===== config.mk =====
export PLATFORM = sky130hd
export DESIGN_NAME = uart_seq_flat
export DESIGN_NICKNAME = d
export VERILOG_FILES = /design/src/rtl/uart_seq_if.sv /design/src/rtl/uart_seq.sv /design/src/flat_wrapper.sv
export SDC_FILE = /design/constraint.sdc
export NUM_CORES = 1
export LEC_CHECK = 0
export ABC_AREA = 0
export CAP_MARGIN = 10
export CORE_AREA = 2 2 74 76
export CTS_CLUSTER_DIAMETER = 40
export DETAILED_ROUTE_END_ITERATION = 6
export DIE_AREA = 0 0 76 78
export GPL_TIMING_DRIVEN = 0
export HOLD_SLACK_MARGIN = 0.05
export PLACE_DENSITY = 0.62
export SYNTH_ARGS = -nofsm -noshare
export SYNTH_HDL_FRONTEND = slang
export SYNTH_SLANG_ARGS = --single-unit

===== constraint.sdc =====
create_clock -name clk -period 3.2 [get_ports clk]
set_input_delay 0.48 -clock clk [delete_from_list [all_inputs] [get_ports clk]]
set_output_delay 0.48 -clock clk [all_outputs]
set_load 0.01 [all_outputs]

===== src/rtl/uart_seq_if.sv =====
// uart_seq_if
//   CPU-side byte handshakes of the um245r sequencer.
//   master : the CPU / bus controller (offers TX bytes, consumes RX bytes)
//   slave  : uart_seq
//   Signals:
//     tx_valid  CPU offers a TX byte
//     tx_data   TX byte
//     tx_ready  TX holding register is empty
//     rx_valid  RX holding register is full
//     rx_data   RX byte
//     rx_ready  CPU consumes the RX byte
interface uart_seq_if;
    logic       tx_valid;
    logic [7:0] tx_data;
    logic       tx_ready;
    logic       rx_valid;
    logic [7:0] rx_data;
    logic       rx_ready;

    modport master (output tx_valid, tx_data, rx_ready,
                    input  tx_ready, rx_valid, rx_data);
    modport slave  (input  tx_valid, tx_data, rx_ready,
                    output tx_ready, rx_valid, rx_data);
endinterface


===== src/rtl/uart_seq.sv =====
// uart_seq
//   Sequences an um245r-style FIFO UART for the CPU. Owns the WR / _RD
//   strobes and the data-bus output enable, buffers one TX and one RX byte
//   behind valid/ready handshakes, and arbitrates round-robin between a
//   pending TX write and an RX read.
//
//   Optional feature: define UART_SEQ_TIMEOUT_EN to discard a TX byte that
//   has waited TIMEOUT_CYCLES for TX FIFO space and raise sticky tx_timeout.
//   Without the macro a TX byte waits indefinitely and tx_timeout is 0.
//
//   Ports:
//     clk         system clock, rising edge
//     _mr         synchronous active-low reset
//     cpu         CPU handshakes (uart_seq_if.slave)
//     uart_d_out  data driven to the UART
//     _uart_d_oe  active-low enable of the TX buffer onto the UART bus
//     uart_d_in   data from the UART
//     uart_wr     UART WR, the UART writes on its falling edge
//     _uart_rd    UART _RD, active-low
//     _txe        UART TX FIFO has space when low (asynchronous)
//     _rxf        UART RX data available when low (asynchronous)
//     busy        sequencer is not IDLE
//     tx_timeout  sticky TX timeout flag
module uart_seq #(
    parameter int SETUP_CYCLES   = 2,
    parameter int STROBE_CYCLES  = 2,
    parameter int RECOVER_CYCLES = 1,
    parameter int TIMEOUT_CYCLES = 255
) (
    input  logic       clk,
    input  logic       _mr,
    uart_seq_if.slave  cpu,
    output logic [7:0] uart_d_out,
    output logic       _uart_d_oe,
    input  logic [7:0] uart_d_in,
    output logic       uart_wr,
    output logic       _uart_rd,
    input  logic       _txe,
    input  logic       _rxf,
    output logic       busy,
    output logic       tx_timeout
);
    localparam int MAX_A = (SETUP_CYCLES > STROBE_CYCLES) ? SETUP_CYCLES : STROBE_CYCLES;
    localparam int MAX_B = (RECOVER_CYCLES > TIMEOUT_CYCLES) ? RECOVER_CYCLES : TIMEOUT_CYCLES;
    localparam int MAX_C = (MAX_A > MAX_B) ? MAX_A : MAX_B;
    localparam int CW    = $clog2(MAX_C + 1);

    typedef enum logic [2:0] {IDLE, TX_SETUP, TX_HOLD, RX_STROBE, RECOVER} state_t;

    state_t        state;
    logic [CW-1:0] cnt;
    logic [7:0]    tx_hold;
    logic [7:0]    rx_q;
    logic          tx_full;
    logic          rx_full;
    logic          rr_rx;      // 1: RX wins the next tie
    logic          txe_meta;
    logic          rxf_meta;
    logic          _txe_s;
    logic          _rxf_s;
    logic          tx_elig;
    logic          rx_elig;
    logic          grant_rx;
    logic          grant_tx;

`ifdef UART_SEQ_TIMEOUT_EN
    logic [CW-1:0] wait_cnt;
    logic          timeout_q;
    assign tx_timeout = timeout_q;
`else
    assign tx_timeout = 1'b0;
`endif

    assign tx_elig  = tx_full && !_txe_s;
    assign rx_elig  = !rx_full && !_rxf_s;
    assign grant_rx = rx_elig && (!tx_elig || rr_rx);
    assign grant_tx = tx_elig && !grant_rx;

    assign cpu.tx_ready = !tx_full;
    assign cpu.rx_valid = rx_full;
    assign cpu.rx_data  = rx_q;
    assign busy         = (state != IDLE);

    // Single FSM block; every strobe is a flop set on entry to its state, so
    // WR and _RD can never be active together and never glitch.
    always_ff @(posedge clk) begin
        if (!_mr) begin
            state      <= IDLE;
            cnt        <= '0;
            tx_hold    <= '0;
            rx_q       <= '0;
            tx_full    <= 1'b0;
            rx_full    <= 1'b0;
            rr_rx      <= 1'b1;
            txe_meta   <= 1'b1;
            rxf_meta   <= 1'b1;
            _txe_s     <= 1'b1;
            _rxf_s     <= 1'b1;
            uart_wr    <= 1'b0;
            _uart_rd   <= 1'b1;
            _uart_d_oe <= 1'b1;
            uart_d_out <= '0;
`ifdef UART_SEQ_TIMEOUT_EN
            wait_cnt   <= '0;
            timeout_q  <= 1'b0;
`endif
        end else begin
            txe_meta <= _txe;
            _txe_s   <= txe_meta;
            rxf_meta <= _rxf;
            _rxf_s   <= rxf_meta;

            if (cpu.tx_valid && !tx_full) begin
                tx_hold <= cpu.tx_data;
                tx_full <= 1'b1;
            end
            if (rx_full && cpu.rx_ready)
                rx_full <= 1'b0;

            case (state)
                IDLE: begin
                    if (grant_rx) begin
                        rr_rx    <= 1'b0;
                        cnt      <= CW'(STROBE_CYCLES - 1);
                        _uart_rd <= 1'b0;
                        state    <= RX_STROBE;
                    end else if (grant_tx) begin
                        rr_rx      <= 1'b1;
                        cnt        <= CW'(SETUP_CYCLES - 1);
                        uart_wr    <= 1'b1;
                        _uart_d_oe <= 1'b0;
                        uart_d_out <= tx_hold;
                        state      <= TX_SETUP;
                    end
                end
                TX_SETUP: begin
                    if (cnt == '0) begin
                        uart_wr <= 1'b0;   // falling edge: UART latches data
                        state   <= TX_HOLD;
                    end else begin
                        cnt <= cnt - CW'(1);
                    end
                end
                TX_HOLD: begin
                    // data held one more cycle past the WR fall for hold time
                    _uart_d_oe <= 1'b1;
                    tx_full    <= 1'b0;
                    cnt        <= CW'(RECOVER_CYCLES - 1);
                    state      <= RECOVER;
                end
                RX_STROBE: begin
                    if (cnt == '0) begin
                        rx_q     <= uart_d_in;
                        rx_full  <= 1'b1;
                        _uart_rd <= 1'b1;
                        cnt      <= CW'(RECOVER_CYCLES - 1);
                        state    <= RECOVER;
                    end else begin
                        cnt <= cnt - CW'(1);
                    end
                end
                RECOVER: begin
                    if (cnt == '0)
                        state <= IDLE;
                    else
                        cnt <= cnt - CW'(1);
                end
                default: state <= IDLE;
            endcase

`ifdef UART_SEQ_TIMEOUT_EN
            // Only counts while the byte sits un-granted; a write already
            // on the bus is never torn down by the timeout.
            if (state == IDLE && grant_tx) begin
                wait_cnt <= '0;
            end else if (tx_full && _txe_s && state != TX_SETUP && state != TX_HOLD) begin
                if (wait_cnt == CW'(TIMEOUT_CYCLES - 1)) begin
                    tx_full   <= 1'b0;
                    timeout_q <= 1'b1;
                    wait_cnt  <= '0;
                end else begin
                    wait_cnt <= wait_cnt + CW'(1);
                end
            end
`endif
        end
    end
endmodule


===== src/flat_wrapper.sv =====
// flat-port wrapper written by rule: the top's interface ports become plain ports
module uart_seq_flat 
#(
    parameter int SETUP_CYCLES   = 2,
    parameter int STROBE_CYCLES  = 2,
    parameter int RECOVER_CYCLES = 1,
    parameter int TIMEOUT_CYCLES = 255
)
  (clk, _mr, uart_d_out, _uart_d_oe, uart_d_in, uart_wr, _uart_rd, _txe, _rxf, busy, tx_timeout, cpu_tx_valid, cpu_tx_data, cpu_rx_ready, cpu_tx_ready, cpu_rx_valid, cpu_rx_data);
  uart_seq_if cpu_i ();
  input  logic clk;
  input  logic _mr;
  output logic [7:0] uart_d_out;
  output logic _uart_d_oe;
  input  logic [7:0] uart_d_in;
  output logic uart_wr;
  output logic _uart_rd;
  input  logic _txe;
  input  logic _rxf;
  output logic busy;
  output logic tx_timeout;
  input wire logic [$bits(cpu_i.tx_valid)-1:0] cpu_tx_valid;
  input wire logic [$bits(cpu_i.tx_data)-1:0] cpu_tx_data;
  input wire logic [$bits(cpu_i.rx_ready)-1:0] cpu_rx_ready;
  output wire logic [$bits(cpu_i.tx_ready)-1:0] cpu_tx_ready;
  output wire logic [$bits(cpu_i.rx_valid)-1:0] cpu_rx_valid;
  output wire logic [$bits(cpu_i.rx_data)-1:0] cpu_rx_data;
  assign cpu_i.tx_valid = cpu_tx_valid;
  assign cpu_i.tx_data = cpu_tx_data;
  assign cpu_i.rx_ready = cpu_rx_ready;
  assign cpu_tx_ready = cpu_i.tx_ready;
  assign cpu_rx_valid = cpu_i.rx_valid;
  assign cpu_rx_data = cpu_i.rx_data;
  uart_seq #(.SETUP_CYCLES(SETUP_CYCLES), .STROBE_CYCLES(STROBE_CYCLES), .RECOVER_CYCLES(RECOVER_CYCLES), .TIMEOUT_CYCLES(TIMEOUT_CYCLES)) u_core (.clk(clk), ._mr(_mr), .cpu(cpu_i), .uart_d_out(uart_d_out), ._uart_d_oe(_uart_d_oe), .uart_d_in(uart_d_in), .uart_wr(uart_wr), ._uart_rd(_uart_rd), ._txe(_txe), ._rxf(_rxf), .busy(busy), .tx_timeout(tx_timeout));
endmodule

==> out/qor.yml <==
status:
  outcome: "completed"
die:
  dieArea_um2: 5928
  fp.dieH_um: 78
  ios: 45
  die_x_um: 76
  start_util_pct: 39.33
  coreArea_um2: 5042
  row_count: 26
logic_synthesis:
  yosysSeqAreaShare_pct: 45.43
  synth-edff-count: 0
  synth_ff_type: "dfxtp_1"
  synth_warnings: 0
  syn_area_per_cell_um2: 9.818
  ys_top_cells_by_area: "dfxtp_1, mux2i_1, nor2b_1"
  syn-cell-area_um2: 1983
  syn_nets: 225
  syn-instance-count: 202
  synthArstFlopShare_pct: 0
  ys_types: 46
  yosysTopAreaCell: "dfxtp_1"
  synth-seq-cells: 45
  synth_top_area_share_pct: 45.43
power:
  combinationalPowerShare_pct: 38.7
  p_sw_share_pct: 34.77
  leakagePower_nw: 1.013
  p_sw_uw: 594.0
  sequentialPowerShare_pct: 39.9
  ir_drop_uv: 329.6
  clkPwrFrac_pct: 21.4
  p_int_mw: 1.114
  p_per_area_nw_per_um2: 657.6
drt:
  first_iter_violations: 107
  drc_errors: 0
  drtAntennaViolNets: 0
  routed_wl_um: 4063
  dr.pass1.iters: 4
  wire_per_inst_um: 12.58
  via_per_inst: 4.731
  vias: 1528
clock_tree:
  clk_pin_slew_ps: 90
  post_cts_buffers: 0
  hold_buffers: 0
  clk_latency_ps: 290
  cts_buffer_depth: 2
  post_cts_resized: 0
  clock-sinks: 45
  cts_made_buffers: 5
  htree_levels: 2
  cts.root.buffer_cell: "clkbuf_8"
  cts_tree: "built"
critical_path:
  crit_type: "register to output port"
  cp_top_family: "buffers and inverters"
  path_cells: "buf_2 > nor3_2 > inv_1 > clkdlybuf4s50_1"
  critPathBufInv: 3
  critPathSlowestCell: "clkdlybuf4s50_1"
  setup.worst_path.start_class: "register"
  cp-end-kind: "output port"
  cp.arrival_ps: 1600
  cpPeakStageDelay_ps: 490
  required_ps: 2720
  cp_max_fo: 10
final_layout:
  layoutNonFillerInstCount: 323
  area_delta_synth_final_pct: 30.98
  seq_area_um2: 900.9
  drive_above_1_share_pct: 9.881
  final_util_pct: 51.51
  nFillCells: 510
  multi_input_area_um2: 1003
  antenna_cells: 0
  fin_nets: 275
sta:
  period_share_pct: 65.12
  fin_skew_ps: 8.031
  relSlewSlack_pct: 61.67
  drv_slew: 0
  hold_viol: 0
  period_needed_ps: 2084
  fmaxAchievable_mhz: 479.9
  holdWs_ps: 416.5
  rsz0062_at_grt: "no"
  setup_viol: 0
  worst_slew_pin_slew_ps: 575.0
  setup_tns_ps: 0
global_route:
  overflow: 0
  grt_use_total_pct: 14.32
  grt_max_degree: 15
  grt_pass1_vias: 1472
  antenna_found_initial: 0
  grt_pass1_wl_um: 6913
min_path:
  hold_path.class: "register to register"
run:
  maxCapViolations: 0
place:
  place_congestion: 0.8246
  place_hpwl_um: 2916
  place.detailed.instances: 315
  io_buffers: 43
## power by group through the flow
stage / logic (mW) / clock network, mW / registers (mW)
6_report: 0.661 / 0.366 / 0.681
5_1_grt: 0.732 / 0.407 / 0.692
4_1_cts: 0.666 / 0.386 / 0.682
3_5_place_dp: 0.661 / 0 / 0.695
3_3_place_gp: 0.659 / 0 / 0.694
2_1_floorplan: 0.522 / 0 / 0.681
## registers in the layout, indices dropped and copies added (netlist names)
name and flops:
u_core.uart_wr 1, u_core.uart_d_out 8, u_core.rr_rx 1, u_core.tx_hold 8, u_core.tx_full 1, u_core.state 3
u_core._uart_d_oe 1, u_core.txe_meta 1, u_core.cnt 8, u_core._uart_rd 1, u_core.cpu.rx_data 8, u_core._txe_s 1
u_core.rxf_meta 1, u_core._rxf_s 1, u_core.cpu.rx_valid 1
## cells in the final DEF (no fill, tap or decap), drive strengths merged, types with 3 or more instances in the layout
cell type      synthesis  layout
xnor2                  5       5
dfxtp                 45      45
buf                    6       6
clkbuf                 5      11
a31oi                  5       5
clkdlybuf4s50          0      43
inv                    6       6
o211ai                 3       3
nand2                 12      12
o21ai                  6       6
mux2i                 24      24
nand2b                 9       9
a21oi                  5       5
nor2                  15      15
nor2b                 26      26
## per-stage QoR
stage               setup WS (ps)  total power, mW  instance area [µm²]
finish                       1116            1.708                 2597
global route                971.5            1.831                 2597
CTS                          1093            1.734                 2597
detailed placement           1017            1.356                 2501
global placement             1019            1.353                 2501
floorplan                    1556            1.203                 1983
## worst paths after layout
path / to / slack (ps) / cells after the start / from
hold / removal: u_core._txe_s$_SDFF_PN1_ / 420 / 1 / u_core.txe_meta$_SDFF_PN1_
setup / recovery: busy / 1120 / 4 / u_core.state[1]$_SDFFE_PN0P_
hold reg to reg: u_core._txe_s$_SDFF_PN1_ / 420 / 1 / u_core.txe_meta$_SDFF_PN1_
setup reg to reg: u_core.cnt[2]$_SDFFE_PN0P_ / 1320 / 7 / u_core.cnt[0]$_SDFFE_PN0P_
## Yosys cell counts (2+ instances only)
cell and n:
o21a_1 2, dfxtp_1 45, nor2_1 14, nor2b_1 26, a31oi_1 5, clkbuf_1 5, a21boi_0 2, buf_2 3
nand2_1 11, a21oi_1 5, o211ai_1 3, buf_4 3, o21ai_0 5, mux2i_1 24, nand2b_1 8, inv_1 6
nand3b_1 2, xnor2_1 5
## cells by family after synthesis
kind of cell | after synthesis | share of synthesized area (%)
other | 1 | 0.1891
adder cells (fa/ha/maj) | 1 | 0.6308
AND/OR/NAND/NOR | 78 | 24.10
multiplexers | 24 | 12.11
AO/OA/AOI/OAI | 31 | 11.36
buffers and inverters | 17 | 3.974
XOR/XNOR | 5 | 2.208
flip-flops | 45 | 45.43
## layer usage
layer  GRT usage, %  wire length, µm  up-vias
li1               -                -      783
met1          18.00             1905      700
met2          23.57             1856       43
met3          5.233              291        2
met4          3.273               10        0
met5              0                0        -
## area by class of cell
class / instances / area share [%]
Buffer: 11 / 2.168
Clock buffer: 6 / 3.179
Clock inverter: 2 / 0.5299
Inverter: 6 / 0.8671
Multi-Input combinational cell: 140 / 38.63
Sequential cell: 45 / 34.68
Tap cell: 70 / 3.372
Timing Repair Buffer: 43 / 16.57
No activity file was read; power rests on OpenSTA's default activity.
